**config.mk**
```make
export PLATFORM = sky130hd
export DESIGN_NAME = mano_control_sequencer
export DESIGN_NICKNAME = d
export VERILOG_FILES = /design/src/rtl/mano_pkg.sv /design/src/rtl/mano_mem_wait.sv /design/src/rtl/mano_control_sequencer.sv
export SDC_FILE = /design/constraint.sdc
export NUM_CORES = 1
export LEC_CHECK = 0
export BUFFER_PORTS_ARGS = -buffer_cell sky130_fd_sc_hd__clkbuf_2
export CAP_MARGIN = 5
export CORE_ASPECT_RATIO = 0.9
export CORE_MARGIN = 2
export CORE_UTILIZATION = 47
export CTS_CLUSTER_SIZE = 20
export DETAILED_ROUTE_END_ITERATION = 12
export PLACE_DENSITY = 0.73
export SYNTH_ARGS = -nofsm -noshare
export SYNTH_HDL_FRONTEND = slang
export SYNTH_SLANG_ARGS = --single-unit
```
**constraint.sdc**
```tcl
create_clock -name SysClk -period 2.5 [get_ports SysClk]
set_input_delay 0.125 -clock SysClk [delete_from_list [all_inputs] [get_ports SysClk]]
set_output_delay 0.125 -clock SysClk [all_outputs]
set_load 0.1 [all_outputs]
```
**src/rtl/mano_pkg.sv**
```systemverilog
// mano_pkg: shared opcodes, FSM states, T-state constants and micro-op enable bundle
package mano_pkg;
  localparam logic [1:0] OP_NOP = 2'b00, OP_LDA = 2'b01, OP_MOVR = 2'b10, OP_HLT = 2'b11;
  typedef enum logic [1:0] {IDLE, EXEC, HALT, ERR} state_t;
  localparam logic [2:0] T0 = 3'd0, T1 = 3'd1, T2 = 3'd2, T3 = 3'd3,
                         T4 = 3'd4, T5 = 3'd5, T6 = 3'd6, T7 = 3'd7;
  typedef struct packed {
    logic ld_mar_pc;
    logic ld_mar_mbr;
    logic ld_mbr;
    logic inc_pc;
    logic ld_ir;
    logic ld_a_mbr;
    logic ld_a_r;
  } uops_t;
  function automatic logic is_read(input logic [2:0] t);
    return t == T1 || t == T4 || t == T6;
  endfunction
endpackage

```
**src/rtl/mano_mem_wait.sv**
```systemverilog
// mano_mem_wait: counts cycles of an outstanding read and flags ack or timeout
module mano_mem_wait #(
  parameter int TIMEOUT = 15
) (
  input  logic SysClk,
  input  logic rst_n,
  input  logic active,
  input  logic mem_ack,
  output logic done,
  output logic timeout
);
  localparam int CW = $clog2(TIMEOUT + 1);
  logic [CW-1:0] cnt;
  assign done    = active && mem_ack;
  assign timeout = active && !mem_ack && cnt == CW'(TIMEOUT - 1);
  always_ff @(posedge SysClk or negedge rst_n)
    if (!rst_n) cnt <= '0;
    else cnt <= (active && !done) ? cnt + 1'b1 : '0;
endmodule

```
**src/rtl/mano_control_sequencer.sv**
```systemverilog
// mano_control_sequencer: T-state control unit for the 8-bit accumulator datapath.
// Define MANO_SINGLE_STEP_EN to add the step input for single-instruction execution.
module mano_control_sequencer
  import mano_pkg::*;
#(
  parameter int TIMEOUT = 15,
  parameter int TW      = 3
) (
  input  logic          SysClk,
  input  logic          rst_n,
  input  logic          run,
`ifdef MANO_SINGLE_STEP_EN
  input  logic          step,
`endif
  input  logic [1:0]    ir_op,
  input  logic          mem_ack,
  output logic          mem_req,
  output logic          ld_mar_pc,
  output logic          ld_mar_mbr,
  output logic          ld_mbr,
  output logic          inc_pc,
  output logic          ld_ir,
  output logic          ld_a_mbr,
  output logic          ld_a_r,
  output logic [TW-1:0] t_state,
  output logic          halted,
  output logic          mem_err
);
  state_t st;
  uops_t  u;
  logic   ex, rd, done, timeout, go, eoi;
`ifdef MANO_SINGLE_STEP_EN
  logic [2:0] step_q;
  always_ff @(posedge SysClk or negedge rst_n)
    if (!rst_n) step_q <= '0;
    else step_q <= {step_q[1:0], step};
  assign go = run || (step_q[1] && !step_q[2]);
`else
  assign go = run;
`endif
  assign ex      = st == EXEC;
  assign rd      = ex && is_read(t_state);
  assign mem_req = rd;
  mano_mem_wait #(.TIMEOUT(TIMEOUT)) u_wait (
    .SysClk (SysClk),
    .rst_n  (rst_n),
    .active (rd),
    .mem_ack(mem_ack),
    .done   (done),
    .timeout(timeout)
  );
  // ld_mbr/inc_pc fire in the ack cycle itself so the read state ends on that edge
  always_comb begin
    u            = '0;
    u.ld_mar_pc  = ex && (t_state == T0 || (t_state == T3 && ir_op == OP_LDA));
    u.ld_mar_mbr = ex && t_state == T5;
    u.ld_mbr     = done;
    u.inc_pc     = done && t_state != T6;
    u.ld_ir      = ex && t_state == T2;
    u.ld_a_mbr   = ex && t_state == T7;
    u.ld_a_r     = ex && t_state == T3 && ir_op == OP_MOVR;
  end
  assign {ld_mar_pc, ld_mar_mbr, ld_mbr, inc_pc, ld_ir, ld_a_mbr, ld_a_r} = u;
  assign eoi = t_state == T7 || (t_state == T3 && (ir_op == OP_NOP || ir_op == OP_MOVR));
  always_ff @(posedge SysClk or negedge rst_n)
    if (!rst_n) begin
      st      <= IDLE;
      t_state <= '0;
      halted  <= 1'b0;
      mem_err <= 1'b0;
    end else begin
      case (st)
        IDLE: if (go) begin
          st      <= EXEC;
          t_state <= T0;
        end
        EXEC: if (timeout) begin
          st      <= ERR;
          mem_err <= 1'b1;
        end else if (t_state == T3 && ir_op == OP_HLT) begin
          st     <= HALT;
          halted <= 1'b1;
        end else if (eoi) begin
          st      <= run ? EXEC : IDLE;
          t_state <= T0;
        end else if (!rd || done) t_state <= t_state + 1'b1;
        default: ;
      endcase
    end
endmodule

```
=== After elaboration in Yosys (flattened, before gate mapping) ===
Cells that the tools add are included.
W data, S select, Z words.

* Input port bits: 6
* Bits in read-only memories: 0
* Register bits after elaboration: 11
* Bits in latches: 0
* Memory bits (writable): 0
* Memories kept: 0
* Output and inout bits: 13

* Shift operators: 0
* Equality and inequality tests: 18
* Reduce and logical (&&, ||, !) cells: 32
* Multipliers: 0
* Add/subtract/negate cells: 2
* Div/mod/pow operators: 0
* Order comparisons: 0
* Multiplexer cells: 13
* Bitwise operators: 1

{| class="wikitable"
|+ Operators by type and width
! cell !! number
|-
| $logic_and A1 B1 Y1 || 15
|-
| $mux W3 || 5
|-
| $eq A3 B3 Y1 const B || 4
|-
| $mux W2 || 4
|-
| $eq A3 B2 Y1 const B || 2
|-
| $logic_or A1 B1 Y1 || 6
|-
| $ne A2 B2 Y1 const B || 3
|-
| $pmux W3 S2 || 1
|-
| $reduce_and A3 Y1 || 2
|-
| $reduce_and A5 Y1 || 1
|-
| $add A4 B1 Y4 const B || 1
|-
| $eq A2 B1 Y1 const B || 2
|-
| $eq A2 B2 Y1 const B || 2
|-
| $eq A4 B4 Y1 const B || 1
|-
| $logic_not A2 Y1 || 2
|-
| $mux W4 || 1
|-
| $ne A4 B1 Y1 const B || 1
|-
| $pmux W2 S2 || 1
|-
| $add A3 B1 Y3 const B || 1
|-
| $eq A3 B1 Y1 const B || 1
|-
| $logic_not A1 Y1 || 3
|-
| $logic_not A3 Y1 || 1
|-
| $ne A3 B1 Y1 const B || 1
|-
| $ne A3 B3 Y1 const B || 1
|-
| 4 further kinds || 4
|}

=== Depth between registers and ports, before layout ===
* Word-level depth: 11
* Depth in mapped cells: 6

=== By module ===
From an unflattened synthesis, not the netlist that was laid out.

* Cell total of the unflattened synthesis: 70
* Area, all modules: 688.2 µm²

{| class="wikitable"
|+ By module, submodules not included
! module !! instances !! cells an instance !! area an instance (µm²)
|-
| mano_control_sequencer || 1 || 51 || 484.2
|-
| mano_mem_wait || 1 || 19 || 203.9
|}

=== Worst setup path after synthesis ===
Ideal clock, no wire load.

* Path kind: register -> output
* Start: register t_state[1]
* End: output port inc_pc
* Arrival: 6.676 ns
* Data required time: 2.375 ns
* Path buffers: 0
* Cell stages (with the launch flop): 5
* Setup slack: -4.301 ns
* Cell sequence: dfrtp_1 ha_1 nor3b_2 nor4_1 a21boi_0

* Cells in the longest elaborated chain, start to end: 6
* Elaborated cells between the ends (all ways): 9
* Those cells by class: 4 x eq/ne; 5 x reduce/logical

{| class="wikitable"
|+ RTL lines
! element !! RTL line !! source
|-
| from (decl) || mano_control_sequencer.sv:25 || <nowiki>output logic [TW-1:0] t_state,</nowiki>
|-
| from (signal assigned) || mano_control_sequencer.sv:86 || <nowiki>end else if (!rd || done) t_state <= t_state + 1'b1;</nowiki>
|-
| $eq A3 B1 Y1 or $eq A3 B3 Y1 (tied branches) || mano_pkg.sv:17 || <nowiki>return t == T1 || t == T4 || t == T6;</nowiki>
|-
| $logic_or A1 B1 Y1 || mano_pkg.sv:17 ||
|-
| $logic_or A1 B1 Y1 * || mano_pkg.sv:17 ||
|-
| $logic_and A1 B1 Y1 * || mano_control_sequencer.sv:42 || <nowiki>assign rd = ex && is_read(t_state);</nowiki>
|-
| $logic_and A1 B1 Y1 * || mano_mem_wait.sv:14 || <nowiki>assign done = active && mem_ack;</nowiki>
|-
| net ld_mbr || mano_control_sequencer.sv:20 || <nowiki>output logic ld_mbr,</nowiki>
|-
| $logic_and A1 B1 Y1 * || mano_control_sequencer.sv:58 || <nowiki>u.inc_pc = done && t_state != T6;</nowiki>
|-
| to (decl) || mano_control_sequencer.sv:21 || <nowiki>output logic inc_pc,</nowiki>
|}

The timed path passes the listed nets; every way through them passes the cells marked *.

=== Final worst setup path ===
* Start: register st[1]
* End: output port inc_pc

* Cells in the longest elaborated chain, start to end: 4

{| class="wikitable"
|+ RTL lines
! element !! RTL line !! source
|-
| from (decl) || mano_control_sequencer.sv:29 || <nowiki>state_t st;</nowiki>
|-
| from (signal assigned) || mano_control_sequencer.sv:84 || <nowiki>st <= run ? EXEC : IDLE;</nowiki>
|-
| $eq A2 B1 Y1 || mano_control_sequencer.sv:41 || <nowiki>assign ex = st == EXEC;</nowiki>
|-
| $logic_and A1 B1 Y1 || mano_control_sequencer.sv:42 ||
|-
| $logic_and A1 B1 Y1 || mano_mem_wait.sv:14 ||
|-
| $logic_and A1 B1 Y1 || mano_control_sequencer.sv:58 ||
|}

No other way between the ends.

==> impl_metrics.py <==
metrics = {
    "run_status": {
        "status": "finished, final reports clean",
    },
    "sta": {
        "finalWorstPathRequiredPeriod_ps": 2240,
        "slew_headroom_pct": 64.1,
        "post-route-period-util_pct": 89.6,
        "setup_repair_after_global_routing_missed_its_margin": "false",
        "final-hold-violation-count": 0,
        "fin_worst_skew_ps": 1.08,
        "final_max_slew_viol_count": 0,
        "finalSetupViolations": 0,
        "max_freq_mhz": 446,
        "timing_worst_slew_pin_value_ps": 541,
    },
    "die": {
        "pin_count": 19,
        "core_um2": 1430,
        "initial_core_util_pct": 49.7,
        "fp.dieH_um": 40.9,
        "chipWidth_um": 45.0,
        "floorplan.die_area_um2": 1840,
        "rows": 13,
    },
    "synth": {
        "synth_edf_count": 0,
        "synth.top_cells.by_count": "sky130_fd_sc_hd__dfrtp_1, sky130_fd_sc_hd__nor2_1, sky130_fd_sc_hd__ha_1",
        "synth.lib_cells_used.distinct": 30,
        "postSynthCellCount": 71,
        "syn-mean-instance-area_um2": 10.0,
        "postSynthRegisterBits": 11,
        "ys_top_cells_by_area": "sky130_fd_sc_hd__dfrtp_1, sky130_fd_sc_hd__ha_1, sky130_fd_sc_hd__nor2_1",
        "synthesis.nets": 85,
        "synth-seq-area-share_pct": 38.7,
        "ys.warnings.count": 0,
        "post-synth-top-area-fraction_pct": 38.7,
        "synth_top_cell_by_area": "sky130_fd_sc_hd__dfrtp_1",
        "synth.most_common_cell": "sky130_fd_sc_hd__dfrtp_1",
        "post_synth_design_cell_area_um2": 711,
        "asyncSetResetFlopFracSynth_pct": 100,
        "dominantRegCellSynth": "sky130_fd_sc_hd__dfrtp_1",
    },
    "placed_design": {
        "portBuffers": 18,
        "detailed_place_hpwl_um": 1250,
        "gp_routability_congestion": 0.800,
    },
    "clocking": {
        "clock_tree.root_cell": "sky130_fd_sc_hd__clkbuf_4",
        "tritoncts": "done",
        "clock_sinks": 11,
        "path_clk_slew_ps": 70,
        "worst_skew_pair_latency_ps": 260,
        "htreeDepth": 1,
        "post_cts_buffers": 0,
        "cts_made_buffers": 3,
        "clock_path_buffers": 2,
        "cts-resized-gates": 0,
    },
    "drt": {
        "dr_total_vias": 592,
        "ant_nets": 0,
        "post-route-drc-count": 0,
        "routed_wire_length_per_instance_um": 14.2,
        "drt_first_iter_violations": 11,
        "detailedRoute.firstPassIterationCount": 4,
        "routed_via_density": 5.48,
        "detail_route.wirelength_um": 1530,
    },
    "critical_path": {
        "r2r_setup_slack_ps": 390,
        "criticalPathCategory": "flip-flop to output pin",
        "startpoint_types": "flip-flop",
        "crit_path_max_delay_family": "simple AND/OR/NAND/NOR gates",
        "arrival_ps": 2120,
        "stage_delay_of_the_slowest_cell_on_the_critical_path_ps": 460,
        "critPathSlowestCell": "sky130_fd_sc_hd__clkbuf_2",
        "cp_data_required_time_ps": 2380,
        "cp_cell_sequence": "nand2b_1 -> nor4_4 -> a21boi_4 -> clkbuf_2",
        "setup.worst_path.end_class": "output pin",
        "cp.buffers_inverters": 1,
        "worstPathMaxFanout": 8,
    },
    "cells_and_area": {
        "filler_cell_count": 129,
        "final_layout_size_suffix_gt1_share_pct": 38.7,
        "antennaDiodeCount": 0,
        "num-nets-final": 108,
        "area.growth.synth_to_final_pct": 30.3,
        "postLayoutCoreUtil_pct": 64.7,
    },
    "grt": {
        "global_route_wire_length_before_repair_um": 2410,
        "initial_antenna_violation_count": 0,
        "vias_in_the_first_global_route": 518,
        "grt_util_all_layers_pct": 19.3,
        "globalRouteOverflowTotal": 0,
        "grt_max_degree": 12,
    },
    "run": {
        "max_cap_violations": 0,
    },
    "min_path": {
        "worstHoldPathType": "primary input to flip-flop",
    },
}
worst register-to-register path: stages (launching register included):
cell and delay (ps):
sky130_fd_sc_hd__dfrtp_4 510, sky130_fd_sc_hd__ha_1 250, sky130_fd_sc_hd__ha_1 220, sky130_fd_sc_hd__and3_1 200, sky130_fd_sc_hd__a211o_1 310, sky130_fd_sc_hd__a31oi_1 290
sky130_fd_sc_hd__mux2i_1 240
layer usage:
metal | global-route usage (%) | routed length, um | vias to the layer above
met5 | 0 | 0 | -
met4 | 4.41 | 0 | 0
met3 | 5.29 | 51 | 0
met2 | 33.9 | 801 | 11
met1 | 23.8 | 677 | 288
li1 | - | - | 293
cells in the final DEF, fill, tap and decap left out, drive strengths merged:
cell and count:
nand3 2, dfrtp 11, or2 2, nand2b 2, xor2 1, mux2i 2, and2 1, a32oi 1
nor4 3, a21boi 1, a31oi 1, dlygate4sd3 1, clkbuf 22, o21ai 2, ha 8, inv 7
nand4bb 1, nor3b 2, o22ai 1, nand4b 1, or4 1, a211o 1, nand2 2, nor3 2
nor2 9, and3 3, xnor2 1, a2111oi 1, nor2b 1
cells by family (layout without fill, tap and decap cells):
kind of cell | count (synthesis) | in the layout | synth area share, %
AO/OA/AOI/OAI | 8 | 8 | 8.10
XOR/XNOR | 2 | 2 | 2.47
adder cells (fa/ha/maj) | 8 | 8 | 14.1
buffers and inverters | 8 | 30 | 5.28
flip-flops | 11 | 11 | 38.7
multiplexers | 2 | 2 | 2.82
AND/OR/NAND/NOR | 32 | 32 | 28.5
registers in the layout, indices dropped and copies added (netlist names):
signal / count
u_wait.cnt: 4
mem_err: 1
st: 2
halted: 1
t_state: 3
metrics by stage:
step	setup WS (ps)	area, um2	std cells	TNS (ps)	hold WS (ps)
6_report	259	926	108	0	199
3_5_place_dp	382	890	103	0	22.1
5_1_grt	138	926	108	0	190
2_1_floorplan	-446	792	71	-1600	-171
3_3_place_gp	482	890	103	0	15.5
4_1_cts	266	926	108	0	186
final cells by class:
class	count	area [um2]	area share (%)
timing repair buffer	19	100	10.8
multi-input combinational	52	468	50.5
sequential	11	284	30.7
clock buffer	4	26.3	2.84
tap	15	18.8	2.03
inverter	7	28.8	3.11
worst paths after layout:
check                           cells after the start        from         end
worst max register to register                      6  t_state[0]  t_state[1]
worst min register to register                      1     mem_err     mem_err
min in group asynchronous                           2       rst_n       st[1]
worst max-delay path                                4       st[1]      inc_pc
max in group asynchronous                           2       rst_n  t_state[1]
worst min-delay path                                3         run       st[0]
what timing repair did:
item                                    in CTS  in global routing
endpoints found under the setup margin       0                  0
hold endpoints to repair                    11                  0
hold buffers                                 1                  0
Power is left out: the tool's default activity adds up to more than one toggle a clock period on the data nets, which glitch-free logic cannot reach.
